==> src/rtl/seven_seg_pkg.sv <==
// Shared constants and helpers for the multiplexed seven-segment scanner.
// Digit code width, blank pattern and parameter sanity helpers.
package seven_seg_pkg;

    localparam int DIGIT_W = 5;
    localparam logic [6:0] SEG_OFF = 7'b1111111;

    // Counter width for a modulus n; never narrower than one bit.
    function automatic int cnt_w(input int n);
        return (n <= 2) ? 1 : $clog2(n);
    endfunction

    // A slot needs at least one lit cycle after the dead time.
    function automatic bit params_ok(
        input int div,
        input int blank,
        input int nd
    );
        return (div > blank + 1) && (blank >= 0)
            && (nd >= 2) && (nd <= 8);
    endfunction

endpackage

==> src/rtl/binary_to_segment.sv <==
// 5-bit digit code to active-low seven-segment pattern {g,f,e,d,c,b,a}.
// Codes 0-15 are hex glyphs, 16 is a dash, everything else is dark.
module binary_to_segment
    import seven_seg_pkg::*;
(
    input  logic [DIGIT_W-1:0] bin,
    output logic [6:0]         seg
);

    // Glyph lookup
    always_comb begin
        seg = SEG_OFF;
        case (bin)
            5'd0:    seg = 7'h40;
            5'd1:    seg = 7'h79;
            5'd2:    seg = 7'h24;
            5'd3:    seg = 7'h30;
            5'd4:    seg = 7'h19;
            5'd5:    seg = 7'h12;
            5'd6:    seg = 7'h02;
            5'd7:    seg = 7'h78;
            5'd8:    seg = 7'h00;
            5'd9:    seg = 7'h10;
            5'd10:   seg = 7'h08;
            5'd11:   seg = 7'h03;
            5'd12:   seg = 7'h46;
            5'd13:   seg = 7'h21;
            5'd14:   seg = 7'h06;
            5'd15:   seg = 7'h0E;
            5'd16:   seg = 7'h3F;
            default: seg = SEG_OFF;
        endcase
    end

endmodule

==> src/rtl/seven_segment_scan.sv <==
// Time-multiplexed common-anode N-digit scanner with dead time,
// frame-coherent shadowing, per-digit enable/dp and leading-zero blanking.
module seven_segment_scan
    import seven_seg_pkg::*;
#(
    parameter int NUM_DIGITS   = 4,
    parameter int REFRESH_DIV  = 100000,
    parameter int BLANK_CYCLES = 16
) (
    input  logic                          clk,
    input  logic                          rst,
    input  logic [DIGIT_W*NUM_DIGITS-1:0] big_bin,
    input  logic [NUM_DIGITS-1:0]         dp_in,
    input  logic [NUM_DIGITS-1:0]         digit_en,
    input  logic                          lz_en,
    output logic [NUM_DIGITS-1:0]         AN,
    output logic [6:0]                    seven_out,
    output logic                          dp_n,
    output logic                          frame_tick
);

    localparam int PW = cnt_w(REFRESH_DIV);
    localparam int IW = cnt_w(NUM_DIGITS);
    localparam logic [PW-1:0] PRE_LAST = PW'(REFRESH_DIV - 1);
    localparam logic [IW-1:0] IDX_LAST = IW'(NUM_DIGITS - 1);

    if (!params_ok(REFRESH_DIV, BLANK_CYCLES, NUM_DIGITS)) begin : g_bad
        $error("seven_segment_scan: illegal parameter set");
    end

    logic [PW-1:0]                 presc;
    logic [IW-1:0]                 idx;
    logic [DIGIT_W*NUM_DIGITS-1:0] bin_sh;
    logic [NUM_DIGITS-1:0]         dp_sh;
    logic [NUM_DIGITS-1:0]         en_sh;
    logic                          lz_sh;

    logic                  slot_tick;
    logic                  wrap;
    logic                  in_blank;
    logic [NUM_DIGITS-1:0] supp;
    logic                  run;
    logic [DIGIT_W-1:0]    cur_code;
    logic                  cur_dp;
    logic                  cur_vis;
    logic [6:0]            dec_seg;
    logic [NUM_DIGITS-1:0] an_nxt;
    logic [6:0]            seg_nxt;
    logic                  dp_nxt;

    assign slot_tick = (presc == PRE_LAST);
    assign wrap      = slot_tick && (idx == IDX_LAST);

    if (BLANK_CYCLES == 0) begin : g_no_dead
        assign in_blank = 1'b0;
    end else begin : g_dead
        assign in_blank = (presc < PW'(BLANK_CYCLES));
    end

    // Prescaler and scan index
    always_ff @(posedge clk) begin
        if (rst) begin
            presc <= '0;
            idx   <= '0;
        end else begin
            presc <= slot_tick ? '0 : presc + 1'b1;
            if (slot_tick) begin
                idx <= (idx == IDX_LAST) ? '0 : idx + 1'b1;
            end
        end
    end

    // Shadow copy of the display inputs, refreshed only at frame wrap
    always_ff @(posedge clk) begin
        if (rst) begin
            bin_sh <= '0;
            dp_sh  <= '0;
            en_sh  <= '0;
            lz_sh  <= 1'b0;
        end else if (wrap) begin
            bin_sh <= big_bin;
            dp_sh  <= dp_in;
            en_sh  <= digit_en;
            lz_sh  <= lz_en;
        end
    end

    // Leading-zero mask: a zero run from the top digit down, digit 0 exempt
    always_comb begin
        supp = '0;
        run  = lz_sh;
        for (int i = NUM_DIGITS - 1; i >= 1; i--) begin
            run     = run && (bin_sh[i*DIGIT_W +: DIGIT_W] == '0);
            supp[i] = run;
        end
    end

    // Select the shadow digit for the current scan slot
    always_comb begin
        cur_code = '0;
        cur_dp   = 1'b0;
        cur_vis  = 1'b0;
        for (int i = 0; i < NUM_DIGITS; i++) begin
            if (idx == IW'(i)) begin
                cur_code = bin_sh[i*DIGIT_W +: DIGIT_W];
                cur_dp   = dp_sh[i];
                cur_vis  = en_sh[i] && !supp[i];
            end
        end
    end

    binary_to_segment u_dec (
        .bin (cur_code),
        .seg (dec_seg)
    );

    // Next pin state: dark during dead time or for invisible digits
    always_comb begin
        an_nxt  = '1;
        seg_nxt = SEG_OFF;
        dp_nxt  = 1'b1;
        if (!in_blank && cur_vis) begin
            an_nxt  = ~(NUM_DIGITS'(1) << idx);
            seg_nxt = dec_seg;
            dp_nxt  = ~cur_dp;
        end
    end

    // Registered pins so anode and cathode move on the same edge
    always_ff @(posedge clk) begin
        if (rst) begin
            AN         <= '1;
            seven_out  <= SEG_OFF;
            dp_n       <= 1'b1;
            frame_tick <= 1'b0;
        end else begin
            AN         <= an_nxt;
            seven_out  <= seg_nxt;
            dp_n       <= dp_nxt;
            frame_tick <= wrap;
        end
    end

endmodule

==> config.mk <==
export PLATFORM = sky130hd
export DESIGN_NAME = seven_segment_scan
export DESIGN_NICKNAME = d
export VERILOG_FILES = /design/src/rtl/seven_seg_pkg.sv /design/src/rtl/binary_to_segment.sv /design/src/rtl/seven_segment_scan.sv
export SDC_FILE = /design/constraint.sdc
export NUM_CORES = 1
export LEC_CHECK = 0
export ABC_AREA = 1
export CAP_MARGIN = 20
export CORE_MARGIN = 3
export CORE_UTILIZATION = 45
export CTS_CLUSTER_DIAMETER = 60
export CTS_CLUSTER_SIZE = 10
export DETAILED_ROUTE_END_ITERATION = 8
export PLACE_DENSITY_LB_ADDON = 0.25
export REMOVE_ABC_BUFFERS = 1
export SETUP_SLACK_MARGIN = 0.2
export SYNTH_ARGS = -nofsm -noshare
export SYNTH_HDL_FRONTEND = slang
export SYNTH_SLANG_ARGS = --single-unit
==> constraint.sdc <==
create_clock -name clk -period 3.3 [get_ports clk]
set_clock_uncertainty 0.15 [all_clocks]
set_input_delay 0.66 -clock clk [delete_from_list [all_inputs] [get_ports clk]]
set_output_delay 0.66 -clock clk [all_outputs]
set_load 0.01 [all_outputs]
==> results.toml <==
[synthesis]
synthMuxAreaShare = 0
synth_area_leaders = "dfxtp_1 (40%), nand2_1 (12%), nand3_1 (7.8%)"
synth_cell_types = 33
synthCells = 404
yosys.area_share.simple = 0.335
async_flop_share = 0
syn-cell-area_um2 = 3020
synth_xor_area_frac = 0.0116
synth_compound_area_frac = 0.121
seq_area_frac_synth = 0.404
synth_edf_count = 0
synth_top_area_frac = 0.404
synthAdderAreaFrac = 0.0414
synth_ff_type = "dfxtp_1"
synth_top_family_by_area = "simple AND/OR/NAND/NOR gates"
syn_avg_cell_area_um2 = 7.48
synth-seq-cells = 61
yosys-top-cells-count = "nand2_1 (94), dfxtp_1 (61), nand3_1 (47)"
ys_warn_count = 0
post-synth-top-count-cell = "nand2_1"
synth.largest_area_cell = "dfxtp_1"

[setup_path]
critPathSlowestCell = "dfxtp_1"
critPathCaptureType = "register"
crit_top_cell = "inv_1"
crit_type = "reg2reg"
crit_fanout = 10
start_kind = "register"
path_cells = "inv_1 > ha_1 > inv_1 > nand3_1 > a21oi_1 > inv_1 > ha_1 > inv_1 > nand2_1 > nand3_1 > nand2_1 > inv_1 > nand3_1"
crit_arrival_ps = 2650
critical_path.max_stage_delay_ps = 380
cp_data_required_time_ps = 3360

[place]
hpwl_mm = 4.74
portBuffers = 43
pre_cts_ws_ps = 748
placed_cell_area_um2 = 3490
place.gp.congestion = 0.878

[min_path]
hp-class = "reg2reg"

[power]
combPwrFrac = 0.039
switchingPower_w = 0.000327
ir_worst_vdd_mv = 0.318
clkPwrFrac = 0.464
power_frac_seq = 0.497
switching_share = 0.219
p_per_area_nw_per_um2 = 403
p_int_w = 0.00116
cellLeakagePower_nw = 1.53

[global_routing]
grt_pass1_wl_mm = 11.3
grtUsageTotal = 0.186
first_global_vias = 2576
antenna_found_initial = 0
grt_max_degree = 24
grt.overflow.total = 0

[timing]
min_period_over_period = 0.784
final.setup.tns_ps = 0
max_slew_margin = 0.588
finalHoldViolCount = 0
worst_pin_slew_ps = 616
setup_viol = 0
fin_crit_ps = 2590
fmax_mhz = 387
grt_setup_unrepaired = "false"
fin_ws_ps = 714
slew_violations = 0

[floorplan]
die_x_um = 87.9
core_region_area_um2 = 6420
fp.dieH_um = 87.9
fp.dieArea_um2 = 7730
initial_utilization = 0.470
io-pin-count = 44
fp-row-count = 29

[cts]
cts_resized = 0
cts_root_buffer = "clkbuf_8"
cts_max_path_buffers = 2
numClockSinks = 61
numCtsBuffers = 9
cts_setup_buffers = 0
ctsHoldBuffers = 0
clk_latency_ps = 340
htreeDepth = 3
tritoncts = "done"
clk_pin_slew_ps = 70

[detailed_routing]
drc_errors = 0
vias = 2656
firstDrtPassIters = 4
drt-initial-drc-count = 169
wire_per_inst_um = 12.2
vias_per_cell = 4.98
ant_nets = 0
drt_wl_total_mm = 6.50

[final_layout]
final_core_util = 0.576
diodes = 0
area_growth_pct = 22.6
drive_above_1_share = 0.160
final_area_um2 = 3700
nets = 492

[run]
maxCapViolations = 0

[status]
status = "finished clean"
==> per-layer routing <==
layer  GRT usage  share of wire  vias to the layer above
met1       0.224           0.44                     1197
met5           0              0                        -
met2       0.309           0.49                       56
met4      0.0823          0.017                        0
li1            -              -                     1391
met3      0.0546          0.055                       12
==> cells by family (layout without fill, tap and decap cells) <==
kind of cell | count (synthesis) | after routing
buf+inv | 58 | 110
simple gates | 216 | 216
flops | 61 | 61
fa+ha+maj | 10 | 10
xor+xnor | 4 | 4
compound gates | 55 | 55
==> power by group through the flow <==
stage	clock (W)	sequential [W]	combinational, W
after global placement	0	0.000757	0.0000577
after global routing	0.000741	0.000741	0.0000639
final	0.000692	0.000741	0.0000580
after floorplan	0	0.000757	0.0000145
after detailed placement	0	0.000758	0.0000581
after CTS	0.000710	0.000741	0.0000589
==> layout by cell type, fill, tap and decap left out, drive strengths merged, types with 2 or more instances in the layout <==
cell type        n
a21oi           22
buf              4
clkbuf          11
clkdlybuf4s50   43
clkinv           3
clkinvlp         2
dfxtp           61
ha              10
inv             46
nand2          117
nand3           48
nand4            4
nor2            36
nor3            10
o21ai           25
o21bai           3
o22ai            2
xor2             3
==> sequential cells by signal (all words and copies together) (netlist names) <==
name	cells
bin_sh	20
presc	17
seven_out	7
AN	4
dp_sh	4
en_sh	4
idx	2
dp_n	1
frame_tick	1
lz_sh	1
==> final cells by class <==
cell class              count  area (µm²)
clock buffers              11         151
clock inverters             5        58.8
fillers                   579        2720
inverters                  47         178
multi-input cells         285        1540
flip-flops and latches     61        1220
well taps                  77        96.3
repair buffers             47         460
==> worst paths after layout <==
path,end,depth (start not counted),startpoint,slack (ps)
worst min-delay path,presc[0]$_SDFF_PP0_,1,presc[0]$_SDFF_PP0_,290
worst max-delay path,seven_out[3]$_SDFF_PP1_,13,idx[0]$_SDFFE_PP0N_,710
worst max register to register,seven_out[3]$_SDFF_PP1_,13,idx[0]$_SDFFE_PP0N_,710
worst min register to register,presc[0]$_SDFF_PP0_,1,presc[0]$_SDFF_PP0_,290
==> metrics by stage <==
step           total power (W)  hold WS (ps)  instances
2_1_floorplan         0.000772           268        393
3_3_place_gp          0.000815           279        517
3_5_place_dp          0.000816           289        517
4_1_cts                0.00151           302        533
5_1_grt                0.00155           327        533
6_report               0.00149           295        533
==> critical path: cells and delay by family, from the launching register on <==
kind / cells / cell delay, ps
AND/OR/NAND/NOR: 5 / 380
adder cells (fa/ha/maj): 2 / 600
flip-flops: 1 / 380
AO/OA/AOI/OAI: 1 / 380
buffers and inverters: 5 / 580
Power figures use the tool's default switching activity.
